**config.mk**
```make
export PLATFORM = sky130hd
export DESIGN_NAME = ps2_host_tx_flat
export DESIGN_NICKNAME = d
export VERILOG_FILES = /design/src/rtl/ps2_host_tx_if.sv /design/src/rtl/ps2_host_tx.sv /design/src/flat_wrapper.sv
export SDC_FILE = /design/constraint.sdc
export NUM_CORES = 1
export LEC_CHECK = 0
export CORE_MARGIN = 5
export CORE_UTILIZATION = 60
export DETAILED_ROUTE_END_ITERATION = 7
export PLACE_DENSITY_LB_ADDON = 0.1
export SLEW_MARGIN = 25
export SYNTH_ARGS = -nofsm -noshare
export SYNTH_HDL_FRONTEND = slang
export SYNTH_SLANG_ARGS = --single-unit
```
**constraint.sdc**
```tcl
create_clock -name sysClk -period 2.5 [get_ports sysClk]
set_input_delay 0.375 -clock sysClk [delete_from_list [all_inputs] [get_ports sysClk]]
set_output_delay 0.375 -clock sysClk [all_outputs]
set_load 0.005 [all_outputs]
```
**src/rtl/ps2_host_tx_if.sv**
```systemverilog
// ps2_host_tx_if: request/status handshake between a command source and
// the PS/2 host transmitter.
//   iData     [7:0]  command byte, taken when iValid && oReady
//   iValid           request to send iData
//   oReady           transmitter idle and able to accept a byte
//   oDone            1-cycle pulse: byte sent and device ACK seen
//   oAckErr          1-cycle pulse: device ACK bit was high
//   oTimeout         1-cycle pulse: device stopped clocking / bus never idled
//   oTxActive        transmitter owns the bus; the receiver ignores it
// Modports: master = command source, slave = transmitter.
interface ps2_host_tx_if;
  logic [7:0] iData;
  logic       iValid;
  logic       oReady;
  logic       oDone;
  logic       oAckErr;
  logic       oTimeout;
  logic       oTxActive;

  modport master (
    output iData, iValid,
    input  oReady, oDone, oAckErr, oTimeout, oTxActive
  );

  modport slave (
    input  iData, iValid,
    output oReady, oDone, oAckErr, oTimeout, oTxActive
  );
endinterface

```
**src/rtl/ps2_host_tx.sv**
```systemverilog
// ps2_host_tx: PS/2 host-to-device transmitter. Sends one command byte
// (start, d0..d7 LSB first, odd parity, stop) to the mouse and checks the
// device ACK. Shares the pins with the receiver through open-drain enables.
// Ports:
//   sysClk, iRst_n        system clock, asynchronous active-low reset
//   bus (slave modport)   iData/iValid request, oReady/oDone/oAckErr/
//                         oTimeout/oTxActive status
//   ps2clk_i, ps2data_i   raw pin levels
//   ps2clk_oe, ps2data_oe 1 = pull the pin low, 0 = release
// Optional feature: define PS2_TX_RETRY_EN to retry a failed frame up to
// two more times before reporting the error.
module ps2_host_tx #(
  parameter int INHIBIT_CYC = 12000,
  parameter int TIMEOUT_CYC = 2000000,
  parameter int FILTER_LEN  = 8
) (
  input  logic         sysClk,
  input  logic         iRst_n,
  ps2_host_tx_if.slave bus,
  input  logic         ps2clk_i,
  input  logic         ps2data_i,
  output logic         ps2clk_oe,
  output logic         ps2data_oe
);

  localparam int FW = $clog2(FILTER_LEN) + 1;
  localparam logic [FW-1:0] FILT_LAST = FW'(FILTER_LEN - 1);
  localparam logic [31:0]   INH_LAST  = 32'(INHIBIT_CYC - 1);
  localparam logic [31:0]   TMO_LAST  = 32'(TIMEOUT_CYC - 1);

  typedef enum logic [2:0] {
    S_IDLE, S_INHIBIT, S_REQ, S_SEND, S_ACK, S_WAITIDLE
  } state_t;

  // Two-flop synchronisers; bit 0 = ps2clk, bit 1 = ps2data. Idle bus is high.
  logic [1:0] pin_raw;
  logic [1:0] pin_sync;
  assign pin_raw = {ps2data_i, ps2clk_i};

  for (genvar gi = 0; gi < 2; gi++) begin : g_sync
    logic s1_reg, s2_reg;
    always_ff @(posedge sysClk or negedge iRst_n) begin
      if (!iRst_n) begin
        s1_reg <= 1'b1;
        s2_reg <= 1'b1;
      end else begin
        s1_reg <= pin_raw[gi];
        s2_reg <= s1_reg;
      end
    end
    assign pin_sync[gi] = s2_reg;
  end

  logic clk_sync, data_sync;
  assign clk_sync  = pin_sync[0];
  assign data_sync = pin_sync[1];

  // ps2clk level filter: a new level is accepted on its FILTER_LEN-th
  // consecutive sample, so shorter glitches never produce a fall.
  logic [FW-1:0] filt_cnt_reg;
  logic          clk_filt_reg;
  logic          filt_flip, fall;
  assign filt_flip = (clk_sync != clk_filt_reg) && (filt_cnt_reg == FILT_LAST);
  assign fall      = filt_flip && clk_filt_reg;

  always_ff @(posedge sysClk or negedge iRst_n) begin
    if (!iRst_n) begin
      filt_cnt_reg <= '0;
      clk_filt_reg <= 1'b1;
    end else if (clk_sync == clk_filt_reg) begin
      filt_cnt_reg <= '0;
    end else if (filt_flip) begin
      clk_filt_reg <= clk_sync;
      filt_cnt_reg <= '0;
    end else begin
      filt_cnt_reg <= filt_cnt_reg + 1'b1;
    end
  end

  logic can_retry;
`ifdef PS2_TX_RETRY_EN
  logic [1:0] retry_cnt_reg;
  assign can_retry = (retry_cnt_reg != 2'd2);
`else
  assign can_retry = 1'b0;
`endif

  state_t      state_reg;
  logic [7:0]  data_reg;
  logic        parity_reg;
  logic [9:0]  frame_reg;    // remaining bits to present: d0..d7, parity, stop
  logic [3:0]  bit_idx_reg;
  logic [31:0] cnt_reg;      // inhibit length, then cycles since last fall
  logic        err_reg;
  logic        ready_reg, done_reg, ackerr_reg, timeout_reg, active_reg;
  logic        clk_oe_reg, data_oe_reg;

  always_ff @(posedge sysClk or negedge iRst_n) begin
    if (!iRst_n) begin
      state_reg   <= S_IDLE;
      data_reg    <= '0;
      parity_reg  <= 1'b0;
      frame_reg   <= '0;
      bit_idx_reg <= '0;
      cnt_reg     <= '0;
      err_reg     <= 1'b0;
      ready_reg   <= 1'b1;
      done_reg    <= 1'b0;
      ackerr_reg  <= 1'b0;
      timeout_reg <= 1'b0;
      active_reg  <= 1'b0;
      clk_oe_reg  <= 1'b0;
      data_oe_reg <= 1'b0;
`ifdef PS2_TX_RETRY_EN
      retry_cnt_reg <= '0;
`endif
    end else begin
      done_reg    <= 1'b0;
      ackerr_reg  <= 1'b0;
      timeout_reg <= 1'b0;
      case (state_reg)
        S_IDLE: begin
          if (bus.iValid) begin
            data_reg    <= bus.iData;
            parity_reg  <= ~^bus.iData;
            cnt_reg     <= '0;
            clk_oe_reg  <= 1'b1;
            ready_reg   <= 1'b0;
            active_reg  <= 1'b1;
            state_reg   <= S_INHIBIT;
`ifdef PS2_TX_RETRY_EN
            retry_cnt_reg <= '0;
`endif
          end
        end
        S_INHIBIT: begin
          if (cnt_reg == INH_LAST) begin
            data_oe_reg <= 1'b1;  // start bit, held through SEND until fall 1
            frame_reg   <= {1'b1, parity_reg, data_reg};
            bit_idx_reg <= '0;
            state_reg   <= S_REQ;
          end else begin
            cnt_reg <= cnt_reg + 32'd1;
          end
        end
        S_REQ: begin
          clk_oe_reg <= 1'b0;
          cnt_reg    <= '0;
          err_reg    <= 1'b0;
          state_reg  <= S_SEND;
        end
        S_SEND, S_ACK, S_WAITIDLE: begin
          // Fires on the TIMEOUT_CYC-th consecutive cycle without a fall;
          // checked before the fall so it wins a coincident edge.
          if (cnt_reg == TMO_LAST) begin
            data_oe_reg <= 1'b0;
            cnt_reg     <= '0;
            if (can_retry) begin
              clk_oe_reg <= 1'b1;
              state_reg  <= S_INHIBIT;
`ifdef PS2_TX_RETRY_EN
              retry_cnt_reg <= retry_cnt_reg + 2'd1;
`endif
            end else begin
              clk_oe_reg  <= 1'b0;
              timeout_reg <= 1'b1;
              ready_reg   <= 1'b1;
              active_reg  <= 1'b0;
              state_reg   <= S_IDLE;
            end
          end else begin
            cnt_reg <= fall ? 32'd0 : cnt_reg + 32'd1;
            case (state_reg)
              S_SEND: begin
                if (fall) begin
                  data_oe_reg <= ~frame_reg[0];
                  frame_reg   <= frame_reg >> 1;
                  bit_idx_reg <= bit_idx_reg + 4'd1;
                  if (bit_idx_reg == 4'd9) state_reg <= S_ACK;
                end
              end
              S_ACK: begin
                if (fall) begin
                  state_reg <= S_WAITIDLE;
                  if (data_sync) begin
                    err_reg <= 1'b1;
                    if (!can_retry) ackerr_reg <= 1'b1;
                  end
                end
              end
              S_WAITIDLE: begin
                if (clk_filt_reg && data_sync) begin
                  if (err_reg && can_retry) begin
                    cnt_reg    <= '0;
                    clk_oe_reg <= 1'b1;
                    state_reg  <= S_INHIBIT;
`ifdef PS2_TX_RETRY_EN
                    retry_cnt_reg <= retry_cnt_reg + 2'd1;
`endif
                  end else begin
                    done_reg   <= ~err_reg;
                    ready_reg  <= 1'b1;
                    active_reg <= 1'b0;
                    state_reg  <= S_IDLE;
                  end
                end
              end
              default: ;
            endcase
          end
        end
        default: state_reg <= S_IDLE;
      endcase
    end
  end

  assign ps2clk_oe     = clk_oe_reg;
  assign ps2data_oe    = data_oe_reg;
  assign bus.oReady    = ready_reg;
  assign bus.oDone     = done_reg;
  assign bus.oAckErr   = ackerr_reg;
  assign bus.oTimeout  = timeout_reg;
  assign bus.oTxActive = active_reg;

endmodule

```
**src/flat_wrapper.sv**
```systemverilog
// flat-port wrapper written by rule: the top's interface ports become plain ports
module ps2_host_tx_flat 
#(
  parameter int INHIBIT_CYC = 12000,
  parameter int TIMEOUT_CYC = 2000000,
  parameter int FILTER_LEN  = 8
)
  (sysClk, iRst_n, ps2clk_i, ps2data_i, ps2clk_oe, ps2data_oe, bus_iData, bus_iValid, bus_oReady, bus_oDone, bus_oAckErr, bus_oTimeout, bus_oTxActive);
  ps2_host_tx_if bus_i ();
  input  logic sysClk;
  input  logic iRst_n;
  input  logic ps2clk_i;
  input  logic ps2data_i;
  output logic ps2clk_oe;
  output logic ps2data_oe;
  input wire logic [$bits(bus_i.iData)-1:0] bus_iData;
  input wire logic [$bits(bus_i.iValid)-1:0] bus_iValid;
  output wire logic [$bits(bus_i.oReady)-1:0] bus_oReady;
  output wire logic [$bits(bus_i.oDone)-1:0] bus_oDone;
  output wire logic [$bits(bus_i.oAckErr)-1:0] bus_oAckErr;
  output wire logic [$bits(bus_i.oTimeout)-1:0] bus_oTimeout;
  output wire logic [$bits(bus_i.oTxActive)-1:0] bus_oTxActive;
  assign bus_i.iData = bus_iData;
  assign bus_i.iValid = bus_iValid;
  assign bus_oReady = bus_i.oReady;
  assign bus_oDone = bus_i.oDone;
  assign bus_oAckErr = bus_i.oAckErr;
  assign bus_oTimeout = bus_i.oTimeout;
  assign bus_oTxActive = bus_i.oTxActive;
  ps2_host_tx #(.INHIBIT_CYC(INHIBIT_CYC), .TIMEOUT_CYC(TIMEOUT_CYC), .FILTER_LEN(FILTER_LEN)) u_core (.sysClk(sysClk), .iRst_n(iRst_n), .bus(bus_i), .ps2clk_i(ps2clk_i), .ps2data_i(ps2data_i), .ps2clk_oe(ps2clk_oe), .ps2data_oe(ps2data_oe));
endmodule
```
==> impl_metrics.json, run 1 <==
{
  "critical_path_class": "flop to flop",
  "ir_drop_uv": 510.6,
  "dp_hpwl_mm": 5.562,
  "synth_ff_type": "dfrtp_1",
  "portBuffers": 19,
  "fmax_ghz": 0.4287,
  "seqPwrFrac_pct": 56.1,
  "clockRootBuffer": "clkbuf_8",
  "largest_reg_flops": 32,
  "cts_buffer_depth": 2,
  "drt_iter0_markers": 176,
  "syn_to_final_growth_pct": 11.94,
  "die_h_um": 91.27,
  "ff_latch_area_sq_um": 1884,
  "cts_tree": "yes",
  "r2r_cells": 8,
  "io_pins": 20,
  "skew_ns": 0.01355,
  "multi_input_area_sq_um": 1902,
  "p_sw_share_pct": 25.39,
  "die_area_sq_um": 8329,
  "antenna_cells": 0,
  "final_cell_mix": "dfrtp_1 (69), o21ai_0 (36), a21oi_1 (31)",
  "hold_path_class": "input pin to asynchronous set/reset pin",
  "cts_setup_buffers": 0,
  "worst-path-max-fanout": 40,
  "die_w_um": 91.27,
  "cts.sinks": 75,
  "routedWlPerCell_um": 16.75,
  "rsz0062_at_grt": "false",
  "vias_per_cell": 6.268,
  "critPathRequiredTime_ns": 2.75,
  "final_util_pct": 69.46,
  "setup_viol": 0,
  "final_common_cell": "dfrtp_1",
  "drc": 0,
  "drive_gt1_share_pct": 15.46,
  "powerDensity_nw_per_um2": 526.5,
  "wirelength_mm": 8.440,
  "drt_first_pass_iters": 4,
  "synth_edf_count": 0,
  "maxCapViolCount": 0,
  "critPathCaptureType": "flop",
  "clk_latency_ns": 0.36,
  "fin_tns_setup_ns": 0,
  "p_comb_share_pct": 7.0,
  "crit_arrival_ns": 2.58,
  "synth_fp_nets": 414,
  "worstSetupStartpointType": "flop",
  "syn_inst": 397,
  "hold_violations": 0,
  "fin_hold_ws_ns": 0.01775,
  "rows": 29,
  "start_util_pct": 62.05,
  "first_global_vias": 3159,
  "clockPowerShare_pct": 36.8,
  "ys_seq_elements": 75,
  "power.total_w": 0.002335,
  "internal_power_w": 0.001742,
  "cts.htree.levels": 3,
  "vias": 3159,
  "layout_setup_ws_ns": 0.1674,
  "dp_slack_ns": 0.1745,
  "ys_async_sr_fraction_pct": 100.0,
  "synth.avg_cell_area_sq_um": 9.981,
  "status": "complete, no violations",
  "grt_max_degree": 76,
  "fin_crit_sh_pct": 93.30,
  "clkTransAtPathRegs_ns": 0.09,
  "core_sq_um": 6386,
  "ys_warn_count": 0,
  "grt_pass1_wl_mm": 14.84,
  "max_slew.worst_pin.slew_ns": 0.6627,
  "cts_made_buffers": 9,
  "nFillCells": 491,
  "grt_overflow_total": 0,
  "p_leak_nw": 1.933,
  "grt_usage_pct": 21.60,
  "slew_headroom_pct": 55.41,
  "drtAntennaViolNets": 0,
  "fin_crit_ns": 2.333,
  "yosysSeqAreaShare_pct": 47.55,
  "syn_area_sq_um": 3963,
  "maxSlewViolCount": 0,
  "p_sw_w": 0.0005928,
  "antenna_found_initial": 0,
  "place_congestion": 0.8468,
  "layout.nets": 439,
  "synth_cell_types": 65
}
[worst max-delay path, cell delays in order (launching register included)]
cell and delay, ns:
dfrtp_1 0.41, ha_1 0.26, and4_4 0.19, nand4_1 0.17
nor3_4 0.07, a211o_4 0.29, buf_12 0.17, or3_1 0.42
o31ai_1 0.24
[path summary, 6_finish.rpt]
kind | slack (ns) | endpoint | startpoint
worst max-delay path | 0.17 | u_core.cnt_reg[23] | u_core.cnt_reg[0]
worst min-delay path | 0.02 | u_core.data_reg[4] | iRst_n
worst max register to register | 0.17 | u_core.cnt_reg[23] | u_core.cnt_reg[0]
worst min register to register | 0.35 | u_core.data_sync | u_core.g_sync[1].s1_reg
max in group asynchronous | 2.00 | u_core.cnt_reg[8] | iRst_n
min in group sysClk | 0.35 | u_core.data_sync | u_core.g_sync[1].s1_reg
[power groups by stage]
stage	clock network, W	registers [W]	logic (W)
floorplan	0	0.00132	0.000100
global placement	0	0.00133	0.000162
detailed placement	0	0.00133	0.000167
CTS	0.000880	0.00131	0.000168
global route	0.000941	0.00132	0.000186
finish	0.000860	0.00131	0.000164
[Yosys cell counts (all sizes together), types with 7 or more instances]
master	instances	share of area, %
mux2	9	2.6
o31ai	16	3.0
a21oi	32	4.1
nand3	12	1.5
inv	12	1.1
o21ai	41	5.6
a22oi	7	1.3
nand2	22	2.1
dfrtp	69	44
mux2i	11	2.8
xnor2	9	2.0
nor3	13	1.9
clkbuf	7	0.69
nand2b	7	1.2
nor2	27	2.6
buf	13	2.7
nand4	8	1.7
and3	9	1.5
[timing repair]
item / in CTS / in global routing
endpoints found under the setup margin: 0 / 3
hold endpoints to repair: 0 / 0
resized for setup: 0 / 1
hold buffers: 0 / 0
[final cells by class]
cell class	instances	share of cell area (%)
clock buffer	11	3.188
clock inverter	5	0.8463
inverter	12	1.016
multi-input combinational	290	42.88
sequential	75	42.48
tap	77	2.172
timing repair buffer	34	7.419
[stage by stage]
step / cell area [sq um] / std cells
5_1_grt: 4436 / 504
3_3_place_gp: 4252 / 488
3_5_place_dp: 4252 / 488
4_1_cts: 4431 / 504
6_report: 4436 / 504
2_1_floorplan: 3963 / 397
[kinds of logic (layout without fill, tap and decap cells)]
family | Yosys count | after routing | synth area share, %
DFF | 75 | 75 | 47.55
xor gates and xnor gates | 11 | 11 | 2.432
muxes | 20 | 20 | 5.336
AOI/OAI and AO/OA | 121 | 121 | 19.42
buffers and inverters | 32 | 62 | 4.483
and+or+nand+nor | 134 | 134 | 19.51
adders and majority gates | 4 | 4 | 1.263
[per-layer routing]
| layer | wire length [um] | GRT usage (%) | part of all wire [%] | vias to the layer above |
|---|---|---|---|---|
| li1 | - | - | - | 1520 |
| met5 | 0 | 0 | 0 | - |
| met2 | 4085 | 33.77 | 48 | 76 |
| met1 | 3803 | 29.07 | 45 | 1548 |
| met4 | 154 | 9.780 | 1.8 | 0 |
| met3 | 397 | 4.380 | 4.7 | 15 |
Note: power is estimated with default switching activity, not from simulation.
==> run 2: changes to the inputs <==
Settings changed: CELL_PAD_IN_SITES_DETAIL_PLACEMENT set to 1, CELL_PAD_IN_SITES_GLOBAL_PLACEMENT set to 2, CORE_UTILIZATION 60 to 39, MAX_ROUTING_LAYER set to met4.
==> impl_metrics.json, run 2 (synthesis results as in run 1) <==
{
  "grt_pass1_wl_mm": 16.80,
  "wirelength_mm": 9.820,
  "dp_hpwl_mm": 6.892,
  "worst-path-max-fanout": 16,
  "cts_made_buffers": 9,
  "grt_overflow_total": 0,
  "drc": 0,
  "portBuffers": 19,
  "cts_tree": "yes",
  "routedWlPerCell_um": 17.26,
  "powerDensity_nw_per_um2": 554.4,
  "crit_arrival_ns": 2.59,
  "antenna_cells": 0,
  "critical_path_class": "flop to flop",
  "maxSlewViolCount": 0,
  "cts.sinks": 75,
  "worstSetupStartpointType": "flop",
  "die_area_sq_um": 12280,
  "crit_chain": "ha_1 -> and4_4 -> nand4_1 -> nor3_4 -> a211o_4 -> nand2b_2 -> buf_12 -> o41ai_1",
  "cts.htree.levels": 3,
  "vias_per_cell": 5.592,
  "drive_gt1_share_pct": 17.20,
  "fmax_ghz": 0.4257,
  "slew_headroom_pct": 60.25,
  "nFillCells": 1112,
  "cts_buffer_depth": 2,
  "clockRootBuffer": "clkbuf_8",
  "clkTransAtPathRegs_ns": 0.09,
  "start_util_pct": 40.17,
  "fin_crit_ns": 2.349,
  "final_cell_mix": "dfrtp_1 (69), o21ai_0 (36), a21oi_1 (31)",
  "drtAntennaViolNets": 0,
  "ir_drop_uv": 277.5,
  "rsz0062_at_grt": "false",
  "drt_iter0_markers": 112,
  "io_pins": 20,
  "place_congestion": 0.7388,
  "hold_path_class": "flop to flop",
  "max_stage_delay_ns": 0.41,
  "drt_first_pass_iters": 4,
  "p_leak_nw": 2.021,
  "setup_viol": 0,
  "maxCapViolCount": 0,
  "slowest_stage": "dfrtp_1",
  "rows": 36,
  "die_h_um": 110.8,
  "fin_hold_ws_ns": 0.3616,
  "skew_ns": 0.01263,
  "first_global_vias": 3340,
  "status": "complete, no violations",
  "die_w_um": 110.8,
  "power.total_w": 0.002587,
  "grt_usage_pct": 17.07,
  "syn_to_final_growth_pct": 17.75,
  "clk_latency_ns": 0.36,
  "fin_crit_sh_pct": 93.97,
  "vias": 3182,
  "hold_violations": 0,
  "max_slew.worst_pin.slew_ns": 0.5908,
  "cts_setup_buffers": 0,
  "core_sq_um": 9864,
  "antenna_found_initial": 0,
  "fin_tns_setup_ns": 0,
  "critPathCaptureType": "flop",
  "grt_max_degree": 48,
  "ff_latch_area_sq_um": 1884,
  "largest_reg_flops": 32,
  "layout.nets": 448,
  "multi_input_area_sq_um": 1907,
  "critPathRequiredTime_ns": 2.74,
  "final_common_cell": "dfrtp_1"
}
## run 2: cell count changes in the layout (fill, tap and decap cells not counted), sizes merged
cell and delta:
buf +8, bufinv +2, clkbuf -2, clkinv -1
clkinvlp -2, dlygate4sd3 +1, inv +3
## run 2: metal layers
layer  GRT usage [%]  vias up  part of all wire (%)  routed length, um
met1           21.20     1607                    46               4495
li1                -     1535                     -                  -
met3           3.166        9                   2.2                213
met4           4.516        0                   1.2                118
met5               -        -                     0                  0
met2           28.72       31                    51               4993
## run 2: through the flow
stage | util (%) | setup slack (ns) | area (sq um) | cells
after floorplan | - | 0.4628 | 3963 | 397
after global placement | 44.80 | 0.1942 | 4419 | 552
after detailed placement | 44.80 | 0.1361 | 4419 | 552
after CTS | 47.23 | 0.1117 | 4659 | 569
after global routing | 47.30 | 0.003889 | 4666 | 569
final | 47.30 | 0.1507 | 4666 | 569
## run 2: area by class of cell
class | count | share of cell area, %
Inverter | 12 | 0.9654
Tap cell | 133 | 3.567
Timing Repair Buffer | 43 | 9.279
Multi-Input combinational cell | 290 | 40.87
Clock inverter | 7 | 2.279
Clock buffer | 9 | 2.655
Sequential cell | 75 | 40.39
## run 2: power breakdown
part / switching [W] / internal, W / leakage [nW] / total (W)
sequential: 0.0000423 / 0.00127 / 0.955 / 0.00131
clock: 0.000517 / 0.000582 / 0.117 / 0.00110
combinational: 0.0000869 / 0.0000890 / 0.950 / 0.000176
total: 0.000647 / 0.00194 / 2.02 / 0.00259
## run 2: repair_timing
action,in CTS,in global routing
hold buffers,1,0
endpoints found under the setup margin,0,1
gates resized for setup,0,1
endpoints found under the hold margin,28,0
## run 2: final timing paths
check,end,start,slack (ns),depth (start not counted)
max,u_core.cnt_reg[29],u_core.cnt_reg[0],0.15,8
min,u_core.clk_sync,u_core.g_sync[0].s1_reg,0.36,0
max reg2reg,u_core.cnt_reg[29],u_core.cnt_reg[0],0.15,8
min reg2reg,u_core.clk_sync,u_core.g_sync[0].s1_reg,0.36,0
max in group asynchronous,u_core.data_sync,iRst_n,1.35,3
min in group asynchronous,u_core.frame_reg[6],iRst_n,0.49,2
## run 2: critical path: cells and delay by family, from the launching register on
family                     cells  cell delay (ns)
AOI/OAI and AO/OA              2             0.71
and+or+nand+nor                4             0.68
DFF                            1             0.41
adders and majority gates      1             0.25
buffers and inverters          1             0.19
==> run 3: changes to the inputs <==
Settings changed: CORE_MARGIN 5 to 3.
Clock period 2.5 ns to 2.2 ns, I/O delays scaled along.
==> impl_metrics.json, run 3 (synthesis results as in run 1) <==
{
  "status": "complete, no violations",
  "grt_max_degree": 39,
  "slowest_stage": "or4_1",
  "max_stage_delay_ns": 0.52,
  "p_sw_share_pct": 23.24,
  "die_h_um": 106.8,
  "fin_crit_sh_pct": 97.89,
  "clk_latency_ns": 0.35,
  "hold_path_class": "flop to flop",
  "powerDensity_nw_per_um2": 578.0,
  "critPathRequiredTime_ns": 2.48,
  "worst-path-max-fanout": 8,
  "start_util_pct": 40.35,
  "hold_start": "u_core.g_sync[0].s1_reg",
  "dp_slack_ns": -0.04762,
  "r2r-start": "u_core.cnt_reg[0]",
  "core_sq_um": 9819,
  "critPathCaptureType": "flop",
  "maxSlewViolCount": 0,
  "multi_input_area_sq_um": 2037,
  "clockRootBuffer": "clkbuf_8",
  "seqPwrFrac_pct": 49.0,
  "clkTransAtPathRegs_ns": 0.08,
  "vias_per_cell": 5.601,
  "ir_drop_uv": 231.2,
  "max_slew.worst_pin.slew_ns": 0.6829,
  "layout_setup_ws_ns": 0.04653,
  "p_leak_nw": 2.345,
  "place_congestion": 0.7880,
  "first_global_vias": 3643,
  "grt_pass1_wl_mm": 18.13,
  "final_common_cell": "dfrtp_1",
  "maxCapViolCount": 0,
  "fin_hold_ws_ns": 0.3580,
  "cts_tree": "yes",
  "power.total_w": 0.003032,
  "final_cell_mix": "dfrtp_1 (69), buf_4 (64), a21oi_1 (31), o21ai_0 (31), nor2_1 (27)",
  "layout.nets": 500,
  "rsz0062_at_grt": "true",
  "ff_latch_area_sq_um": 1884,
  "skew_ns": 0.01021,
  "grt_overflow_total": 0,
  "drive_gt1_share_pct": 29.30,
  "critical_path_class": "flop to flop",
  "die_area_sq_um": 11410,
  "antenna_cells": 0,
  "dp_hpwl_mm": 7.539,
  "fmax_ghz": 0.4644,
  "grt_usage_pct": 20.53,
  "portBuffers": 19,
  "p_comb_share_pct": 8.1,
  "clockPowerShare_pct": 42.9,
  "drc": 0,
  "cts_buffer_depth": 2,
  "internal_power_w": 0.002328,
  "crit_arrival_ns": 2.44,
  "cts.htree.levels": 3,
  "crit_family": "simple AND/OR/NAND/NOR gates",
  "hold_violations": 0,
  "path_buf_inv": 2,
  "rrSetupSlack_ns": 0.05,
  "p_sw_w": 0.0007046,
  "startpoint": "u_core.cnt_reg[0]",
  "syn_to_final_growth_pct": 32.40,
  "vias": 3478,
  "slew_headroom_pct": 54.05,
  "largest_reg_flops": 32,
  "cts_made_buffers": 9,
  "worstSetupStartpointType": "flop",
  "fin_crit_ns": 2.153,
  "rows": 36,
  "setup_viol": 0,
  "routedWlPerCell_um": 17.88,
  "io_pins": 20,
  "cts.sinks": 75,
  "drt_first_pass_iters": 4,
  "die_w_um": 106.8,
  "antenna_found_initial": 0,
  "nFillCells": 1121,
  "crit_chain": "ha_2 -> and4_4 -> nand4_1 -> buf_4 -> nor3_4 -> a211o_4 -> buf_12 -> or4_1 -> o21ai_2",
  "drtAntennaViolNets": 0,
  "drt_iter0_markers": 192,
  "wirelength_mm": 11.11
}
[run 3: power groups by stage]
stage	sequential [W]	combinational, W	clock, W
global placement	0.00151	0.000217	0
CTS	0.00149	0.000230	0.00133
global route	0.00149	0.000275	0.00141
finish	0.00149	0.000246	0.00130
floorplan	0.00150	0.000114	0
detailed placement	0.00151	0.000225	0
[run 3: area by class of cell]
cell class                      instances  share of cell area (%)
Clock buffer                           11                   2.504
Tap cell                              133                   3.172
Timing Repair Buffer                   94                   16.74
Inverter                               12                  0.8586
Clock inverter                          5                   1.979
Sequential cell                        75                   35.92
Multi-Input combinational cell        291                   38.83
[run 3: path summary, 6_finish.rpt]
check	endpoint	cells past startpoint
worst max-delay path	u_core.cnt_reg[30]	9
worst min-delay path	u_core.clk_sync	0
worst max register to register	u_core.cnt_reg[30]	9
worst min register to register	u_core.clk_sync	0
max in group asynchronous	u_core.cnt_reg[19]	3
min in group asynchronous	u_core.data_reg[5]	2
[run 3: per-layer routing]
layer / up-vias / track usage [%] / wire length, um
met2: 42 / 33.27 / 5468
met5: - / - / 0
met4: 0 / 6.210 / 99
met1: 1788 / 26.55 / 5216
met3: 6 / 3.492 / 322
li1: 1642 / - / -
[run 3: through the flow]
stage / setup TNS [ns] / cell area, sq um / utilization (%) / std cells
2_1_floorplan: 0 / 3963 / - / 397
3_3_place_gp: -0.004180 / 4695 / 47.81 / 587
3_5_place_dp: -0.05392 / 4695 / 47.81 / 587
4_1_cts: 0 / 4971 / 50.62 / 605
5_1_grt: -0.6218 / 5246 / 53.43 / 621
6_report: 0 / 5246 / 53.43 / 621
[run 3: what timing repair did]
action	CTS	global route
setup endpoints to repair	3	49
hold buffers	1	0
pin swaps	1	6
hold endpoints to repair	30	0
setup buffers	1	13
gates resized for setup	4	27
cloned	0	3
[run 3: worst reg2reg max path, delay by kind of cell (launching register included)]
| kind | cells | cell delay (ns) |
|---|---|---|
| fa+ha+maj | 1 | 0.19 |
| buf+inv | 2 | 0.29 |
| flops | 1 | 0.39 |
| simple gates | 4 | 0.80 |
| compound gates | 2 | 0.43 |
